## src/rtl/report_frame_sequencer.sv

```systemverilog
// Walks report records 0..max_address-1 after a go pulse, reads one record per frame from
// the report BRAMs and streams it to the UART byte transmitter as 8 framed bytes.
module report_frame_sequencer #(
    parameter int          ADDR_W     = 16,
    parameter logic [7:0]  BYTE_OPEN  = 8'h5B,
    parameter logic [7:0]  BYTE_MID   = 8'h5C,
    parameter logic [7:0]  BYTE_CLOSE = 8'h5D,
    parameter logic [7:0]  BYTE_EOL   = 8'h0A,
    parameter bit          SEND_EOL   = 1'b1
) (
    input  logic              clk,
    input  logic              rst,
    input  logic              go,
    input  logic [ADDR_W-1:0] max_address,
    output logic              rd_en,
    output logic [ADDR_W-1:0] rd_addr,
    input  logic [7:0]        rd_b1,
    input  logic [7:0]        rd_b2,
    input  logic [7:0]        rd_b3,
    input  logic [7:0]        rd_word,
    output logic [7:0]        tx_data,
    output logic              tx_start,
    input  logic              tx_busy,
    output logic              active,
    output logic              done
);

    localparam logic [3:0] IDLE    = 4'd0;
    localparam logic [3:0] RD_REQ  = 4'd1;
    localparam logic [3:0] RD_WAIT = 4'd2;
    localparam logic [3:0] LATCH   = 4'd3;
    localparam logic [3:0] SEND    = 4'd4;
    localparam logic [3:0] ACK     = 4'd5;
    localparam logic [3:0] DRAIN   = 4'd6;
    localparam logic [3:0] NEXT    = 4'd7;
    localparam logic [3:0] FIN     = 4'd8;

    logic [3:0]        state_q, state_d;
    logic [ADDR_W-1:0] idx_q, idx_d;
    logic [ADDR_W-1:0] max_q, max_d;
    logic [ADDR_W-1:0] rd_addr_q, rd_addr_d;
    logic [2:0]        bidx_q, bidx_d;
    logic [4:0][7:0]   frame_q, frame_d;   // {b1, b2, b3, word, addr}
    logic [7:0]        tx_data_q, tx_data_d;
    logic              tx_start_q, tx_start_d;
    logic              eol_q, eol_d;       // current byte is the end-of-dump terminator
    logic [7:0]        frame_byte;
    logic [ADDR_W:0]   idx_nxt;

    // One extra bit so max_address = 2^ADDR_W-1 terminates instead of wrapping idx.
    assign idx_nxt = {1'b0, idx_q} + {{ADDR_W{1'b0}}, 1'b1};

    always_comb begin
        frame_byte = BYTE_OPEN;
        case (bidx_q)
            3'd0: frame_byte = BYTE_OPEN;
            3'd1: frame_byte = frame_q[4];
            3'd2: frame_byte = BYTE_MID;
            3'd3: frame_byte = frame_q[3];
            3'd4: frame_byte = frame_q[2];
            3'd5: frame_byte = BYTE_CLOSE;
            3'd6: frame_byte = frame_q[1];
            default: frame_byte = frame_q[0];
        endcase
    end

    always_comb begin
        state_d    = state_q;
        idx_d      = idx_q;
        max_d      = max_q;
        rd_addr_d  = rd_addr_q;
        bidx_d     = bidx_q;
        frame_d    = frame_q;
        tx_data_d  = tx_data_q;
        tx_start_d = tx_start_q;
        eol_d      = eol_q;
        case (state_q)
            IDLE: begin
                if (go) begin
                    max_d  = max_address;
                    idx_d  = '0;
                    bidx_d = '0;
                    eol_d  = 1'b0;
                    if (max_address != '0) begin
                        rd_addr_d = '0;
                        state_d   = RD_REQ;
                    end else if (SEND_EOL) begin
                        eol_d   = 1'b1;
                        state_d = SEND;
                    end else begin
                        state_d = FIN;
                    end
                end
            end
            RD_REQ:  state_d = RD_WAIT;
            RD_WAIT: state_d = LATCH;
            LATCH: begin
                frame_d = {rd_b1, rd_b2, rd_b3, rd_word, idx_q[7:0]};
                bidx_d  = '0;
                state_d = SEND;
            end
            SEND: begin
                // A UART still busy from someone else's byte is waited out before requesting.
                if (!tx_busy) begin
                    tx_data_d  = eol_q ? BYTE_EOL : frame_byte;
                    tx_start_d = 1'b1;
                    state_d    = ACK;
                end
            end
            ACK: begin
                if (tx_busy) begin
                    tx_start_d = 1'b0;
                    state_d    = DRAIN;
                end
            end
            DRAIN: begin
                if (!tx_busy) begin
                    if (eol_q) begin
                        state_d = FIN;
                    end else if (bidx_q == 3'd7) begin
                        state_d = NEXT;
                    end else begin
                        bidx_d  = bidx_q + 3'd1;
                        state_d = SEND;
                    end
                end
            end
            NEXT: begin
                if (idx_nxt < {1'b0, max_q}) begin
                    idx_d     = idx_nxt[ADDR_W-1:0];
                    rd_addr_d = idx_nxt[ADDR_W-1:0];
                    state_d   = RD_REQ;
                end else if (SEND_EOL) begin
                    eol_d   = 1'b1;
                    state_d = SEND;
                end else begin
                    state_d = FIN;
                end
            end
            FIN:     state_d = IDLE;
            default: state_d = IDLE;
        endcase
    end

    always_ff @(posedge clk) begin
        if (rst) begin
            state_q    <= IDLE;
            idx_q      <= '0;
            max_q      <= '0;
            rd_addr_q  <= '0;
            bidx_q     <= '0;
            frame_q    <= '0;
            tx_data_q  <= '0;
            tx_start_q <= 1'b0;
            eol_q      <= 1'b0;
        end else begin
            state_q    <= state_d;
            idx_q      <= idx_d;
            max_q      <= max_d;
            rd_addr_q  <= rd_addr_d;
            bidx_q     <= bidx_d;
            frame_q    <= frame_d;
            tx_data_q  <= tx_data_d;
            tx_start_q <= tx_start_d;
            eol_q      <= eol_d;
        end
    end

    assign rd_en    = (state_q == RD_REQ);
    assign rd_addr  = rd_addr_q;
    assign tx_data  = tx_data_q;
    assign tx_start = tx_start_q;
    assign done     = (state_q == FIN);
    assign active   = (state_q != IDLE) && (state_q != FIN);

endmodule

```

## config.mk

```make
export PLATFORM = sky130hd
export DESIGN_NAME = report_frame_sequencer
export DESIGN_NICKNAME = d
export VERILOG_FILES = /design/src/rtl/report_frame_sequencer.sv
export SDC_FILE = /design/constraint.sdc
export NUM_CORES = 1
export LEC_CHECK = 0
export ABC_AREA = 1
export BUFFER_PORTS_ARGS = -buffer_cell sky130_fd_sc_hd__buf_4
export CORE_UTILIZATION = 38
export DETAILED_ROUTE_END_ITERATION = 6
export PLACE_DENSITY = 0.54
export SYNTH_ARGS = -nofsm -noshare
export SYNTH_HDL_FRONTEND = slang
export SYNTH_SLANG_ARGS = --single-unit
export TNS_END_PERCENT = 50
```

## constraint.sdc

```tcl
create_clock -name clk -period 3.05 [get_ports clk]
set_clock_uncertainty 0.05 [all_clocks]
set_input_delay 0 -clock clk [delete_from_list [all_inputs] [get_ports clk]]
set_output_delay 0 -clock clk [all_outputs]
set_load 0.01 [all_outputs]
```

==> metrics.json, run 1 <==
{
  "outcome": {"value": "complete, no violations"},
  "tritoncts": {"value": "built"},
  "regToRegEndpoint": {"value": "rd_addr[5]"},
  "timing.hold.worst.start": {"value": "go"},
  "timing_hold_violations_final": {"value": 0},
  "synth.area.mux_share": {"value": 0, "unit": "%"},
  "fin_tns_setup": {"value": 0, "unit": "ns"},
  "synth_area_per_cell": {"value": 6.69, "unit": "µm²"},
  "worst_path_class_setup": {"value": "flip-flop to flip-flop"},
  "die_width": {"value": 121, "unit": "µm"},
  "syn_nets": {"value": 885},
  "synth_xor_xnor_area_share": {"value": 0.646, "unit": "%"},
  "synth_compound_area_share": {"value": 14.3, "unit": "%"},
  "first_global_vias": {"value": 5155},
  "worstRegToRegCells": {"value": 19},
  "cts-buffers-inserted": {"value": 9},
  "ys_warn_count": {"value": 0},
  "grt_pass1_wl": {"value": 24.1, "unit": "mm"},
  "synth_top_family_by_area": {"value": "simple AND/OR/NAND/NOR gates"},
  "clkTransAtPathRegs": {"value": 0.08, "unit": "ns"},
  "yosys.cell_types.count": {"value": 37},
  "dieHeight": {"value": 121, "unit": "µm"},
  "stdcell_area": {"value": 6980, "unit": "µm²"},
  "final_cells": {"value": 1111},
  "routed_wl": {"value": 14.8, "unit": "mm"},
  "path_delay_family": {"value": "simple AND/OR/NAND/NOR gates"},
  "synth_area": {"value": 5420, "unit": "µm²"},
  "crit_required": {"value": 3.25, "unit": "ns"},
  "initialDrtViolationCount": {"value": 280},
  "hpwlAfterDp": {"value": 10.7, "unit": "mm"},
  "min_to": {"value": "max_q[0]"},
  "finalCritPeriodShare": {"value": 89.9, "unit": "%"},
  "share_seq_of_total_power": {"value": 41.8, "unit": "%"},
  "layout_min_cycle_time": {"value": 2.74, "unit": "ns"},
  "numPortBuffers": {"value": 79},
  "worst_case_clock_buffer_depth": {"value": 2},
  "critical_path.n_buffers_inverters": {"value": 3},
  "cts_sinks": {"value": 105},
  "ys_ff_latch": {"value": 105},
  "routed-via-count": {"value": 5344},
  "drive_gt1_share": {"value": 14.9, "unit": "%"},
  "place_area": {"value": 6150, "unit": "µm²"},
  "fin_nets": {"value": 1000},
  "total_switching_power": {"value": 1.28, "unit": "mW"},
  "dr.pass1.iters": {"value": 5},
  "cp_max_fo": {"value": 16},
  "synthAdderAreaFrac": {"value": 5.07, "unit": "%"},
  "layout.area.seq": {"value": 2100, "unit": "µm²"},
  "die_ar": {"value": 14800, "unit": "µm²"},
  "syn-instance-count": {"value": 811},
  "timing.hold.worst_path_depth": {"value": 5},
  "ioPinCount": {"value": 80},
  "floorplan.rows": {"value": 43},
  "timing.rr.start": {"value": "idx_q[1]"},
  "tightest_slew": {"value": 0.738, "unit": "ns"},
  "drt-wirelength-per-cell": {"value": 13.3, "unit": "µm"},
  "critical_path_startpoint_category": {"value": "flip-flop"},
  "drt_drc_violations_left": {"value": 0},
  "average_via_count_per_standard_cell": {"value": 4.81},
  "synth_seq_area_share": {"value": 38.8, "unit": "%"},
  "cells_along_the_critical_path": {"value": "ha_2, nand2_1, nor2_2, nand2_2, inv_2, nand3_1, nand2_1, inv_1, ha_1, a21o_1, nor2_1, nor2_1, nor2_2, nand2_2, nand2_4, clkbuf_16, nand3b_1, nand2_1, nor2_1"},
  "max_cap_viol_count": {"value": 0},
  "achievable_frequency": {"value": 0.365, "unit": "GHz"},
  "share_clk_of_total_power": {"value": 30.3, "unit": "%"},
  "grt_max_degree": {"value": 49},
  "grt_antenna_before_repair": {"value": 0},
  "timing.critical_path.arrival": {"value": 2.94, "unit": "ns"},
  "placedCellCount": {"value": 1044},
  "setup_violations_final": {"value": 0},
  "initial_utilization": {"value": 39.1, "unit": "%"},
  "slew_headroom": {"value": 50.7, "unit": "%"},
  "worst_hold_path_type": {"value": "primary input to flip-flop"},
  "gp_congestion": {"value": 0.853},
  "grt_util_all_layers": {"value": 21.1, "unit": "%"},
  "areaGrowthSynthToFinish": {"value": 28.7, "unit": "%"},
  "pwr-share-comb": {"value": 27.8, "unit": "%"},
  "worstSetupEndpointType": {"value": "flip-flop"},
  "multi_input_gate_area_in_the_final_layout": {"value": 2820, "unit": "µm²"},
  "setup_slack_of_the_worst_register_to_register_path": {"value": 0.31, "unit": "ns"},
  "fp.coreArea": {"value": 13900, "unit": "µm²"},
  "postLayoutCoreUtil": {"value": 50.3, "unit": "%"},
  "cpPeakStageDelay": {"value": 0.37, "unit": "ns"},
  "synth_simple_gate_area_share": {"value": 31.6, "unit": "%"},
  "worst_skew_pair.late_latency": {"value": 0.36, "unit": "ns"},
  "power.ir.vdd_worst": {"value": 0.282, "unit": "mV"},
  "cts-htree-levels": {"value": 3},
  "p_int": {"value": 2.53, "unit": "mW"},
  "power_per_cell_area": {"value": 547, "unit": "nW/µm²"},
  "clock_tree.root_cell": {"value": "sky130_fd_sc_hd__clkbuf_16"},
  "route.antenna.remaining_nets": {"value": 0},
  "number_of_pins_exceeding_their_max_slew_limit_in_the_final_report": {"value": 0},
  "cellLeakagePower": {"value": 3.34, "unit": "nW"},
  "crit_path_max_delay_cell_type": {"value": "sky130_fd_sc_hd__dfxtp_1"},
  "num-fill-cells": {"value": 1438},
  "antenna-diode-count": {"value": 0},
  "globalRoute.totalOverflow": {"value": 0},
  "netSwitchingFraction": {"value": 33.6, "unit": "%"}
}
cell usage after synthesis (all sizes together):
| master | n | area share, % |
|---|---|---|
| nand2 | 185 | 13 |
| nor2 | 166 | 13 |
| dfxtp | 105 | 39 |
| inv | 94 | 6.5 |
| o21ai | 68 | 6.3 |
| a21oi | 67 | 6.2 |
| nand3 | 29 | 2.7 |
| ha | 22 | 5.1 |
| clkbuf | 21 | 1.5 |
| buf | 12 | 1.6 |
| nand4 | 10 | 1.2 |
| nand3b | 6 | 0.83 |
| nor3 | 5 | 0.55 |
| xor2 | 4 | 0.65 |
| o211ai | 3 | 0.42 |
| a211oi | 2 | 0.28 |
| a21o | 2 | 0.28 |
| nor4 | 2 | 0.51 |
| o31ai | 2 | 0.28 |
| a221oi | 1 | 0.16 |
| a22oi | 1 | 0.14 |
| and2 | 1 | 0.12 |
| clkinv | 1 | 0.069 |
| o2111ai | 1 | 0.16 |
| o22ai | 1 | 0.12 |
tightest hold or removal path: stages:
cell                      delay, ns
sky130_fd_sc_hd__buf_4         0.11
sky130_fd_sc_hd__inv_1         0.10
sky130_fd_sc_hd__nor2_4        0.07
sky130_fd_sc_hd__o21ai_0       0.13
sky130_fd_sc_hd__nor2_1        0.04
cell families after synthesis:
group                      Yosys count
and+or+nand+nor                    404
xor gates and xnor gates             4
AOI/OAI and AO/OA                  148
adders and majority gates           22
DFF                                105
buffers and inverters              128
layer usage:
layer	global-route usage [%]	up-vias	share of wire, %
li1	-	2804	-
met1	23.9	2440	43
met2	38.9	73	52
met3	4.46	27	2.8
met4	6.33	0	1.8
met5	0	-	0
state kept, by name (all words and copies together), names as in the netlist:
signal and cells:
tx_data 8, eol_q 1, bidx_q 3, max_q 16
rd_addr 16, tx_start 1, state_q 4, frame_q 40
idx_q 16
power groups by stage:
stage / clock network, mW / logic (mW) / registers [mW]
2_1_floorplan: 0 / 0.730 / 1.62
3_3_place_gp: 0 / 0.989 / 1.63
3_5_place_dp: 0 / 1.01 / 1.63
4_1_cts: 1.19 / 1.07 / 1.60
5_1_grt: 1.26 / 1.21 / 1.62
6_report: 1.16 / 1.06 / 1.60
worst max path at each step:
| stage | start | to | slack (ns) | cells past startpoint |
|---|---|---|---|---|
| 2_1_floorplan | idx_q[0] | idx_q[8] | 0.48 | 20 |
| 3_3_place_gp | idx_q[0] | idx_q[2] | 0.21 | 19 |
| 3_5_place_dp | idx_q[0] | idx_q[1] | 0.14 | 19 |
| 4_1_cts | idx_q[0] | idx_q[13] | 0.11 | 19 |
| 5_1_grt | idx_q[1] | idx_q[4] | -0.0009 | 19 |
| 6_report | idx_q[1] | rd_addr[5] | 0.31 | 19 |
cell usage in the layout, fill, tap and decap left out, drive strengths merged:
cell,netlist,final
xor2,4,4
a211oi,2,2
nand3,29,29
nand3b,6,6
o211ai,3,3
clkinv,1,1
nand4,10,10
buf,12,86
a21o,2,2
a221oi,1,1
ha,22,22
nor3,5,5
nor4,2,2
clkbuf,21,12
a21oi,67,67
nand2,185,185
o21ai,68,68
o2111ai,1,1
o31ai,2,2
a22oi,1,1
inv,94,99
dfxtp,105,105
and2,1,1
o22ai,1,1
dlygate4sd3,0,50
nor2,166,166
layout make-up:
class / count / share of cell area (%)
tap: 180 / 3.23
clock buffer: 11 / 3.48
multi-input combinational: 578 / 40.4
sequential: 105 / 30.1
inverter: 95 / 5.11
timing repair buffer: 137 / 17.0
clock inverter: 5 / 0.663
repair_timing:
item,4_1_cts,5_1_grt
gates resized for setup,0,7
hold endpoints to repair,63,0
setup buffers,0,0
endpoints found under the setup margin,0,34
hold buffers,50,0
stage by stage:
stage | hold slack [ns] | power, mW | setup slack (ns)
2_1_floorplan | 0.0849 | 2.35 | 0.482
3_3_place_gp | 0.171 | 2.61 | 0.212
3_5_place_dp | 0.176 | 2.64 | 0.142
4_1_cts | 0.0809 | 3.85 | 0.106
5_1_grt | 0.105 | 4.09 | -0.000942
6_report | 0.0870 | 3.82 | 0.309
(Power assumes the default switching activity.)
==> run 2: changes to the inputs <==
--- a/config.mk
+++ b/config.mk
@@ -5,7 +5,6 @@
 export SDC_FILE = /design/constraint.sdc
 export NUM_CORES = 1
 export LEC_CHECK = 0
-export ABC_AREA = 1
 export BUFFER_PORTS_ARGS = -buffer_cell sky130_fd_sc_hd__buf_4
 export CORE_UTILIZATION = 38
 export DETAILED_ROUTE_END_ITERATION = 6
==> run 2 against run 1 <==
Net effect:
- the run now ends with setup timing left
- via count fell by 2.5%
- register-to-register slack got worse by 0.47 ns
- die area fell by 4.9%
- routed wire length rose by 4.6%
- maximum frequency fell by 15%
- sequential cell count did not move
- sequential power fell by 10%
- utilization rose by 3.9 points
- synthesized area fell by 5.0%
- sequential share of layout area fell by 0.83 points
- combinational power fell by 51%
- critical endpoint is now rd_addr[10]
- largest cell class unchanged
- largest power group unchanged
==> metrics.json, run 2 <==
{
  "outcome": {"value": "complete, but fails checks"},
  "violations": {"value": "setup timing"},
  "synth.area.mux_share": {"value": 0.194, "unit": "%", "change": "+0.19 points"},
  "grt_pass1_wl": {"value": 25.3, "unit": "mm", "change": "+5.1%"},
  "dr.pass1.iters": {"value": 4, "change": "-1"},
  "tritoncts": {"value": "built"},
  "place_area": {"value": 6140, "unit": "µm²", "change": "about the same"},
  "ioPinCount": {"value": 80, "change": "unchanged"},
  "design_power_total": {"value": 3.16, "unit": "mW", "change": "-17%"},
  "synth_top_family_by_area": {"value": "compound AO/OA/AOI/OAI gates"},
  "worst_case_clock_buffer_depth": {"value": 2, "change": "unchanged"},
  "layout_common_cells": {"value": "138 x sky130_fd_sc_hd__nand2_1, 129 x sky130_fd_sc_hd__buf_4, 108 x sky130_fd_sc_hd__a21oi_1"},
  "first_global_vias": {"value": 4960, "change": "-3.8%"},
  "synth_area": {"value": 5150, "unit": "µm²", "change": "-5.0%"},
  "routed-via-count": {"value": 5211, "change": "-2.5%"},
  "timing.critical_path.arrival": {"value": 3.34, "unit": "ns", "change": "+0.40 ns"},
  "clock_tree.root_cell": {"value": "sky130_fd_sc_hd__clkbuf_16"},
  "layout_min_cycle_time": {"value": 3.21, "unit": "ns", "change": "+0.466 ns"},
  "antenna-diode-count": {"value": 0, "change": "unchanged"},
  "layout.cells.most_common": {"value": "sky130_fd_sc_hd__nand2_1"},
  "yosys-top-cells-area": {"value": "sky130_fd_sc_hd__dfxtp_1 41%, sky130_fd_sc_hd__a21oi_1 10%, sky130_fd_sc_hd__nand2_1 10%"},
  "postLayoutCoreUtil": {"value": 54.2, "unit": "%", "change": "+3.9 points"},
  "power.ir.vdd_worst": {"value": 0.314, "unit": "mV", "change": "+11%"},
  "pwr-share-comb": {"value": 16.4, "unit": "%", "change": "-11 points"},
  "drive_gt1_share": {"value": 21.9, "unit": "%", "change": "+7.0 points"},
  "stdcell_area": {"value": 7180, "unit": "µm²", "change": "+2.9%"},
  "cts_sinks": {"value": 105, "change": "unchanged"},
  "worst_path_class_setup": {"value": "flip-flop to flip-flop"},
  "synth_simple_gate_area_share": {"value": 19.7, "unit": "%", "change": "-12 points"},
  "max_cap_viol_count": {"value": 0, "change": "unchanged"},
  "setup_violations_final": {"value": 32, "change": "+32"},
  "synth_enable_flop_cells": {"value": 0, "change": "unchanged"},
  "fp.coreArea": {"value": 13200, "unit": "µm²", "change": "-4.6%"},
  "drt_drc_violations_left": {"value": 0, "change": "unchanged"},
  "cp_max_fo": {"value": 13, "change": "-3"},
  "worstSetupEndpointType": {"value": "flip-flop"},
  "synth_commonest_cells": {"value": "139 x sky130_fd_sc_hd__nand2_1, 108 x sky130_fd_sc_hd__a21oi_1, 105 x sky130_fd_sc_hd__dfxtp_1"},
  "synth_xor_xnor_area_share": {"value": 2.55, "unit": "%", "change": "+1.9 points"},
  "yosys.area.top_type": {"value": "sky130_fd_sc_hd__dfxtp_1"},
  "number_of_pins_exceeding_their_max_slew_limit_in_the_final_report": {"value": 0, "change": "unchanged"},
  "syn_nets": {"value": 734, "change": "-17%"},
  "netSwitchingFraction": {"value": 27.0, "unit": "%", "change": "-6.6 points"},
  "gp_congestion": {"value": 0.850, "change": "-0.34%"},
  "synthAdderAreaFrac": {"value": 5.34, "unit": "%", "change": "+0.27 points"},
  "yosys.cell_types.count": {"value": 50, "change": "+35%"},
  "ys_warn_count": {"value": 0, "change": "unchanged"},
  "cts-htree-levels": {"value": 3, "change": "unchanged"},
  "ys_ff_latch": {"value": 105, "change": "unchanged"},
  "grt_max_degree": {"value": 106, "change": "+120%"},
  "initialDrtViolationCount": {"value": 404, "change": "+44%"},
  "dieHeight": {"value": 118, "unit": "µm", "change": "-2.5%"},
  "cts-buffers-inserted": {"value": 9, "change": "unchanged"},
  "cellLeakagePower": {"value": 2.76, "unit": "nW", "change": "-17%"},
  "placedCellCount": {"value": 911, "change": "-13%"},
  "final.setup.worst_slack": {"value": -0.157, "unit": "ns", "change": "-0.466 ns"},
  "rsz0062_at_grt": {"value": "yes"},
  "worst_skew_pair.late_latency": {"value": 0.36, "unit": "ns", "change": "about the same"},
  "grt_antenna_before_repair": {"value": 0, "change": "unchanged"},
  "route.antenna.remaining_nets": {"value": 0, "change": "unchanged"},
  "critical_path_startpoint_category": {"value": "flip-flop"},
  "fin_nets": {"value": 880, "change": "-12%"},
  "clkTransAtPathRegs": {"value": 0.07, "unit": "ns", "change": "about the same"},
  "power_per_cell_area": {"value": 440, "unit": "nW/µm²", "change": "-19%"},
  "globalRoute.totalOverflow": {"value": 0, "change": "unchanged"},
  "fin_hold_ws": {"value": 0.255, "unit": "ns", "change": "+0.168 ns"},
  "synth_seq_area_share": {"value": 40.8, "unit": "%", "change": "+2.0 points"},
  "finalCritPeriodShare": {"value": 105, "unit": "%", "change": "+15 points"},
  "syn-instance-count": {"value": 660, "change": "-19%"},
  "die_ar": {"value": 14000, "unit": "µm²", "change": "-4.9%"},
  "areaGrowthSynthToFinish": {"value": 39.4, "unit": "%"},
  "total_switching_power": {"value": 0.853, "unit": "mW", "change": "-33%"},
  "average_via_count_per_standard_cell": {"value": 5.28, "change": "+9.8%"},
  "share_clk_of_total_power": {"value": 37.9, "unit": "%", "change": "+7.6 points"},
  "fin_tns_setup": {"value": -4.42, "unit": "ns", "change": "-4.42 ns"},
  "use_met1": {"value": 30.7, "unit": "%", "change": "+6.8 points"},
  "p_int": {"value": 2.31, "unit": "mW", "change": "-9.0%"},
  "most_congested_layer_reported_by_global_routing": {"value": "met2"},
  "synth_area_per_cell": {"value": 7.81, "unit": "µm²", "change": "+17%"},
  "grtUsageMet3": {"value": 4.20, "unit": "%", "change": "-0.27 points"},
  "share_seq_of_total_power": {"value": 45.6, "unit": "%", "change": "+3.8 points"},
  "worst_hold_path_type": {"value": "primary input to flip-flop"},
  "die_width": {"value": 118, "unit": "µm", "change": "-2.5%"},
  "use_met2": {"value": 35.7, "unit": "%", "change": "-3.2 points"},
  "hpwlAfterDp": {"value": 10.3, "unit": "mm", "change": "-3.0%"},
  "drt-wirelength-per-cell": {"value": 15.6, "unit": "µm", "change": "+18%"},
  "largest_register_ff_count": {"value": 40, "change": "unchanged"},
  "numPortBuffers": {"value": 79, "change": "unchanged"},
  "slew_headroom": {"value": 23.4, "unit": "%", "change": "-27 points"},
  "crit_required": {"value": 3.18, "unit": "ns", "change": "-0.07 ns"},
  "tightest_slew": {"value": 1.15, "unit": "ns", "change": "+0.410 ns"},
  "synth_compound_area_share": {"value": 25.4, "unit": "%", "change": "+11 points"},
  "timing_hold_violations_final": {"value": 0, "change": "unchanged"},
  "final_cells": {"value": 987, "change": "-11%"},
  "synth_top_cell_area_share": {"value": 40.8, "unit": "%", "change": "+2.0 points"},
  "ys_async_sr_fraction": {"value": 0, "unit": "%", "change": "unchanged"},
  "achievable_frequency": {"value": 0.312, "unit": "GHz", "change": "-15%"},
  "post-synth-top-count-cell": {"value": "sky130_fd_sc_hd__nand2_1"},
  "regMostFlops": {"value": "frame_q"},
  "floorplan.rows": {"value": 42, "change": "-2.3%"},
  "routed_wl": {"value": 15.4, "unit": "mm", "change": "+4.6%"},
  "synth_flop_cell": {"value": "sky130_fd_sc_hd__dfxtp_1"},
  "pre_cts_slack": {"value": -0.272, "unit": "ns", "change": "-0.414 ns"},
  "grt_util_all_layers": {"value": 22.5, "unit": "%", "change": "+1.4 points"},
  "initial_utilization": {"value": 38.9, "unit": "%", "change": "-0.17 points"}
}
==> run 2: cell count changes after synthesis, sizes merged, moves of 7 or more <==
cell,previous run,this run
a21oi,67,108
a22oi,1,12
clkbuf,21,39
inv,94,25
nand2,185,139
nand3,29,15
nor2,166,22
o211ai,3,38
o21ai,68,16
or3,0,7
xnor2,0,12
==> run 2: worst paths after layout <==
kind              cells past startpoint      from  slack (ns)           to
setup reg to reg                     14  idx_q[0]       -0.16  rd_addr[10]
hold reg to reg                       2  max_q[0]        0.40     max_q[0]
setup / recovery                     14  idx_q[0]       -0.16  rd_addr[10]
hold / removal                        2       rst        0.26   tx_data[7]
==> run 2: final cells by class <==
type	instances	area [µm²]
timing repair buffer	186	1550
inverter	25	93.8
fill	1290	6060
clock buffer	10	239
sequential	105	2100
clock inverter	6	65.1
multi-input combinational	479	2910
tap	176	220
==> run 2: cells by family (layout without fill, tap and decap cells) <==
kind of cell | after synthesis | in the layout
buf+inv | 76 | 227
compound gates | 211 | 211
xor+xnor | 15 | 15
flops | 105 | 105
mux | 1 | 1
simple gates | 230 | 230
fa+ha+maj | 22 | 22
==> run 2: metal layers <==
layer	share of wire (%)	wire (µm)	up-vias
met5	0	0	-
li1	-	-	2629
met3	3.8	586	14
met4	1.7	267	0
met2	46	7110	101
met1	48	7470	2467
==> run 2: worst max-delay path, cell delays in order, from the launching register on <==
cell	delay, ns
sky130_fd_sc_hd__dfxtp_2	0.35
sky130_fd_sc_hd__ha_4	0.13
sky130_fd_sc_hd__and4_4	0.23
sky130_fd_sc_hd__buf_6	0.11
sky130_fd_sc_hd__nand3_4	0.09
sky130_fd_sc_hd__xnor2_4	0.20
sky130_fd_sc_hd__ha_1	0.26
sky130_fd_sc_hd__and3_4	0.19
sky130_fd_sc_hd__a221o_1	0.32
sky130_fd_sc_hd__a221oi_2	0.31
sky130_fd_sc_hd__o211ai_1	0.19
sky130_fd_sc_hd__buf_4	0.20
sky130_fd_sc_hd__buf_12	0.14
sky130_fd_sc_hd__o211ai_1	0.16
sky130_fd_sc_hd__a21oi_1	0.09
==> run 2: power groups by stage <==
| stage | Clock, mW | Sequential (mW) | Combinational, mW |
|---|---|---|---|
| after floorplan | 0 | 1.46 | 0.281 |
| after global placement | 0 | 1.47 | 0.429 |
| after detailed placement | 0 | 1.47 | 0.437 |
| after CTS | 1.24 | 1.44 | 0.504 |
| after global routing | 1.27 | 1.45 | 0.570 |
| final | 1.20 | 1.44 | 0.520 |
==> run 2: what timing repair did <==
item / 4_1_cts / 5_1_grt
resized for setup: 15 / 11
endpoints found under the hold margin: 51 / 0
endpoints found under the setup margin: 35 / 35
hold buffers: 50 / 0
gates cloned: 1 / 0
setup buffers: 6 / 3
pin swaps: 19 / 8
==> run 3: changes to the inputs <==
--- a/config.mk
+++ b/config.mk
@@ -6,6 +6,7 @@
 export NUM_CORES = 1
 export LEC_CHECK = 0
 export BUFFER_PORTS_ARGS = -buffer_cell sky130_fd_sc_hd__buf_4
+export CORE_ASPECT_RATIO = 1.1
 export CORE_UTILIZATION = 38
 export DETAILED_ROUTE_END_ITERATION = 6
 export PLACE_DENSITY = 0.54
==> run 3 against run 2 <==
Net effect:
- the flow still finishes with violations (setup timing)
- sequential share of layout area down 0.31 points
- final cell count down 0.30%
- sequential power about the same
- maximum frequency up 1.9%
- power up 2.2%
- routed wire length up 1.1%
- via count up 1.6%
- utilization up 0.73 points
- hold slack worse by 0.21 ns
==> metrics.json, run 3 (synthesized netlist as in run 2, its figures left out) <==
{
  "areaGrowthSynthToFinish": {"value": 40.9, "unit": "%"},
  "route.met2.wl": {"value": 7.82, "unit": "mm", "change": "+10%"},
  "average_via_count_per_standard_cell": {"value": 5.38, "change": "+1.9%"},
  "tritoncts": {"value": "built"},
  "first_global_vias": {"value": 5046, "change": "+1.7%"},
  "worst_hold_path_type": {"value": "primary input to flip-flop"},
  "p_int": {"value": 2.39, "unit": "mW", "change": "+3.5%"},
  "netSwitchingFraction": {"value": 26.1, "unit": "%", "change": "-0.90 points"},
  "layout_common_cells": {"value": "144 x sky130_fd_sc_hd__buf_4, 138 x sky130_fd_sc_hd__nand2_1, 108 x sky130_fd_sc_hd__a21oi_1"},
  "tightest_slew": {"value": 0.569, "unit": "ns", "change": "-0.580 ns"},
  "globalRoute.totalOverflow": {"value": 0, "change": "unchanged"},
  "cts-buffers-inserted": {"value": 9, "change": "unchanged"},
  "outcome": {"value": "complete, but fails checks"},
  "routed_wl": {"value": 15.6, "unit": "mm", "change": "+1.1%"},
  "max_cap_viol_count": {"value": 0, "change": "unchanged"},
  "grt_util_all_layers": {"value": 22.9, "unit": "%", "change": "+0.42 points"},
  "routed-via-count": {"value": 5296, "change": "+1.6%"},
  "drt_drc_violations_left": {"value": 0, "change": "unchanged"},
  "top_layer": {"value": "met4"},
  "route.antenna.remaining_nets": {"value": 0, "change": "unchanged"},
  "crit_required": {"value": 3.22, "unit": "ns", "change": "+0.04 ns"},
  "final.setup.worst_slack": {"value": -0.0988, "unit": "ns", "change": "+0.0583 ns"},
  "dieHeight": {"value": 124, "unit": "µm", "change": "+4.8%"},
  "violations": {"value": "setup timing"},
  "share_seq_of_total_power": {"value": 44.7, "unit": "%", "change": "-0.9 points"},
  "cts-htree-levels": {"value": 3, "change": "unchanged"},
  "worst_path_class_setup": {"value": "flip-flop to flip-flop"},
  "drive_gt1_share": {"value": 22.8, "unit": "%", "change": "+0.90 points"},
  "share_clk_of_total_power": {"value": 38.7, "unit": "%", "change": "+0.8 points"},
  "numPortBuffers": {"value": 79, "change": "unchanged"},
  "worstSetupEndpointType": {"value": "flip-flop"},
  "setup_violations_final": {"value": 34, "change": "+6.3%"},
  "antenna-diode-count": {"value": 0, "change": "unchanged"},
  "number_of_pins_exceeding_their_max_slew_limit_in_the_final_report": {"value": 0, "change": "unchanged"},
  "grt_pass1_wl": {"value": 25.1, "unit": "mm", "change": "-0.92%"},
  "power_per_cell_area": {"value": 445, "unit": "nW/µm²", "change": "+1.1%"},
  "slew_headroom": {"value": 62.0, "unit": "%", "change": "+39 points"},
  "met1_length": {"value": 6.70, "unit": "mm", "change": "-10%"},
  "layout.cells.most_common": {"value": "sky130_fd_sc_hd__buf_4"},
  "met3WireLength": {"value": 542, "unit": "µm", "change": "-7.5%"},
  "dr.pass1.iters": {"value": 5, "change": "+1"},
  "pwr-share-comb": {"value": 16.6, "unit": "%", "change": "+0.2 points"},
  "timing_hold_violations_final": {"value": 0, "change": "unchanged"},
  "hpwlAfterDp": {"value": 10.8, "unit": "mm", "change": "+4.8%"},
  "layout_min_cycle_time": {"value": 3.15, "unit": "ns", "change": "-0.0583 ns"},
  "design_power_total": {"value": 3.23, "unit": "mW", "change": "+2.2%"},
  "cp_max_fo": {"value": 8, "change": "-5"},
  "fin_nets": {"value": 892, "change": "+1.4%"},
  "achievable_frequency": {"value": 0.318, "unit": "GHz", "change": "+1.9%"},
  "initial_utilization": {"value": 39.0, "unit": "%", "change": "+0.088 points"},
  "grt_max_degree": {"value": 48, "change": "-55%"},
  "cellLeakagePower": {"value": 2.84, "unit": "nW", "change": "+3.0%"},
  "gp_congestion": {"value": 0.859, "change": "+1.1%"},
  "die_width": {"value": 113, "unit": "µm", "change": "-4.6%"},
  "drt-wirelength-per-cell": {"value": 15.9, "unit": "µm", "change": "+1.4%"},
  "worst_case_clock_buffer_depth": {"value": 2, "change": "unchanged"},
  "postLayoutCoreUtil": {"value": 55.0, "unit": "%", "change": "+0.73 points"},
  "largest_register_ff_count": {"value": 40, "change": "unchanged"},
  "clock_tree.root_cell": {"value": "sky130_fd_sc_hd__clkbuf_16"},
  "pre_cts_slack": {"value": -0.219, "unit": "ns", "change": "+0.0533 ns"},
  "power.ir.vdd_worst": {"value": 0.355, "unit": "mV", "change": "+13%"},
  "ioPinCount": {"value": 80, "change": "unchanged"},
  "total_switching_power": {"value": 0.843, "unit": "mW", "change": "-1.2%"},
  "clkTransAtPathRegs": {"value": 0.07, "unit": "ns", "change": "about the same"},
  "worst_skew_pair.late_latency": {"value": 0.35, "unit": "ns", "change": "about the same"},
  "fin_tns_setup": {"value": -2.34, "unit": "ns", "change": "+2.09 ns"},
  "fp.coreArea": {"value": 13200, "unit": "µm²", "change": "-0.23%"},
  "die_ar": {"value": 14000, "unit": "µm²", "change": "unchanged"},
  "timing.critical_path.arrival": {"value": 3.32, "unit": "ns", "change": "-0.02 ns"},
  "rsz0062_at_grt": {"value": "yes"},
  "floorplan.rows": {"value": 44, "change": "+4.8%"},
  "fin_hold_ws": {"value": 0.0442, "unit": "ns", "change": "-0.211 ns"},
  "initialDrtViolationCount": {"value": 237, "change": "-41%"},
  "grt_antenna_before_repair": {"value": 0, "change": "unchanged"},
  "placedCellCount": {"value": 909, "change": "-0.22%"},
  "final_cells": {"value": 984, "change": "-0.30%"},
  "finalCritPeriodShare": {"value": 103, "unit": "%", "change": "-1.9 points"},
  "stdcell_area": {"value": 7260, "unit": "µm²", "change": "+1.1%"},
  "num-fill-cells": {"value": 1259, "change": "-2.4%"},
  "critical_path_startpoint_category": {"value": "flip-flop"},
  "cts_sinks": {"value": 105, "change": "unchanged"},
  "place_area": {"value": 6210, "unit": "µm²", "change": "+1.1%"},
  "regMostFlops": {"value": "frame_q"}
}
-- run 3: cell types whose count changed in the layout (fill, tap and decap cells not counted), sizes merged --
cell    change
buf        +11
bufinv      +1
clkbuf      +2
clkinv      -3
inv         +1
-- run 3: per-layer routing --
metal / up-vias / track usage (%)
met5: - / 0
met4: 0 / 11.2
met3: 26 / 4.77
met2: 122 / 40.7
met1: 2496 / 26.4
li1: 2652 / -
-- run 3: layout make-up --
| cell class | instances | area [µm²] | share of cell area [%] |
|---|---|---|---|
| clock buffers | 11 | 233 | 3.20 |
| repair buffers | 198 | 1640 | 22.6 |
| flip-flops and latches | 105 | 2110 | 29.0 |
| well taps | 161 | 201 | 2.77 |
| multi-input cells | 479 | 2900 | 39.9 |
| clock inverters | 5 | 85.1 | 1.17 |
| inverters | 25 | 93.8 | 1.29 |
-- run 3: critical path: stages, from the launching register on --
cell	delay (ns)
sky130_fd_sc_hd__dfxtp_2	0.36
sky130_fd_sc_hd__ha_4	0.13
sky130_fd_sc_hd__and4_4	0.22
sky130_fd_sc_hd__buf_4	0.12
sky130_fd_sc_hd__nand3_2	0.09
sky130_fd_sc_hd__xnor2_2	0.25
sky130_fd_sc_hd__ha_1	0.28
sky130_fd_sc_hd__and3_4	0.15
sky130_fd_sc_hd__a221o_1	0.31
sky130_fd_sc_hd__a221oi_2	0.25
sky130_fd_sc_hd__o211ai_1	0.16
sky130_fd_sc_hd__buf_4	0.22
sky130_fd_sc_hd__o21ai_1	0.13
sky130_fd_sc_hd__buf_4	0.18
sky130_fd_sc_hd__a311oi_2	0.09
-- run 3: power by group through the flow --
| stage | Sequential, mW | Combinational (mW) | Clock [mW] |
|---|---|---|---|
| floorplan | 1.46 | 0.281 | 0 |
| global placement | 1.47 | 0.429 | 0 |
| detailed placement | 1.47 | 0.437 | 0 |
| CTS | 1.44 | 0.507 | 1.29 |
| global route | 1.45 | 0.590 | 1.33 |
| finish | 1.44 | 0.538 | 1.25 |
-- run 3: path summary, 6_finish.rpt --
path,from,endpoint,slack (ns),depth (start not counted)
worst max-delay path,idx_q[0],idx_q[5],-0.1,14
worst min-delay path,rst,tx_data[0],0.04,2
worst max register to register,idx_q[0],idx_q[5],-0.1,14
worst min register to register,frame_q[1],frame_q[1],0.40,2
-- run 3: repair_timing --
item,in CTS,in global routing
resized for setup,16,13
pin swaps,11,18
hold buffers,50,0
cloned,0,1
endpoints found under the hold margin,51,0
setup buffers,5,3
setup endpoints to repair,35,35
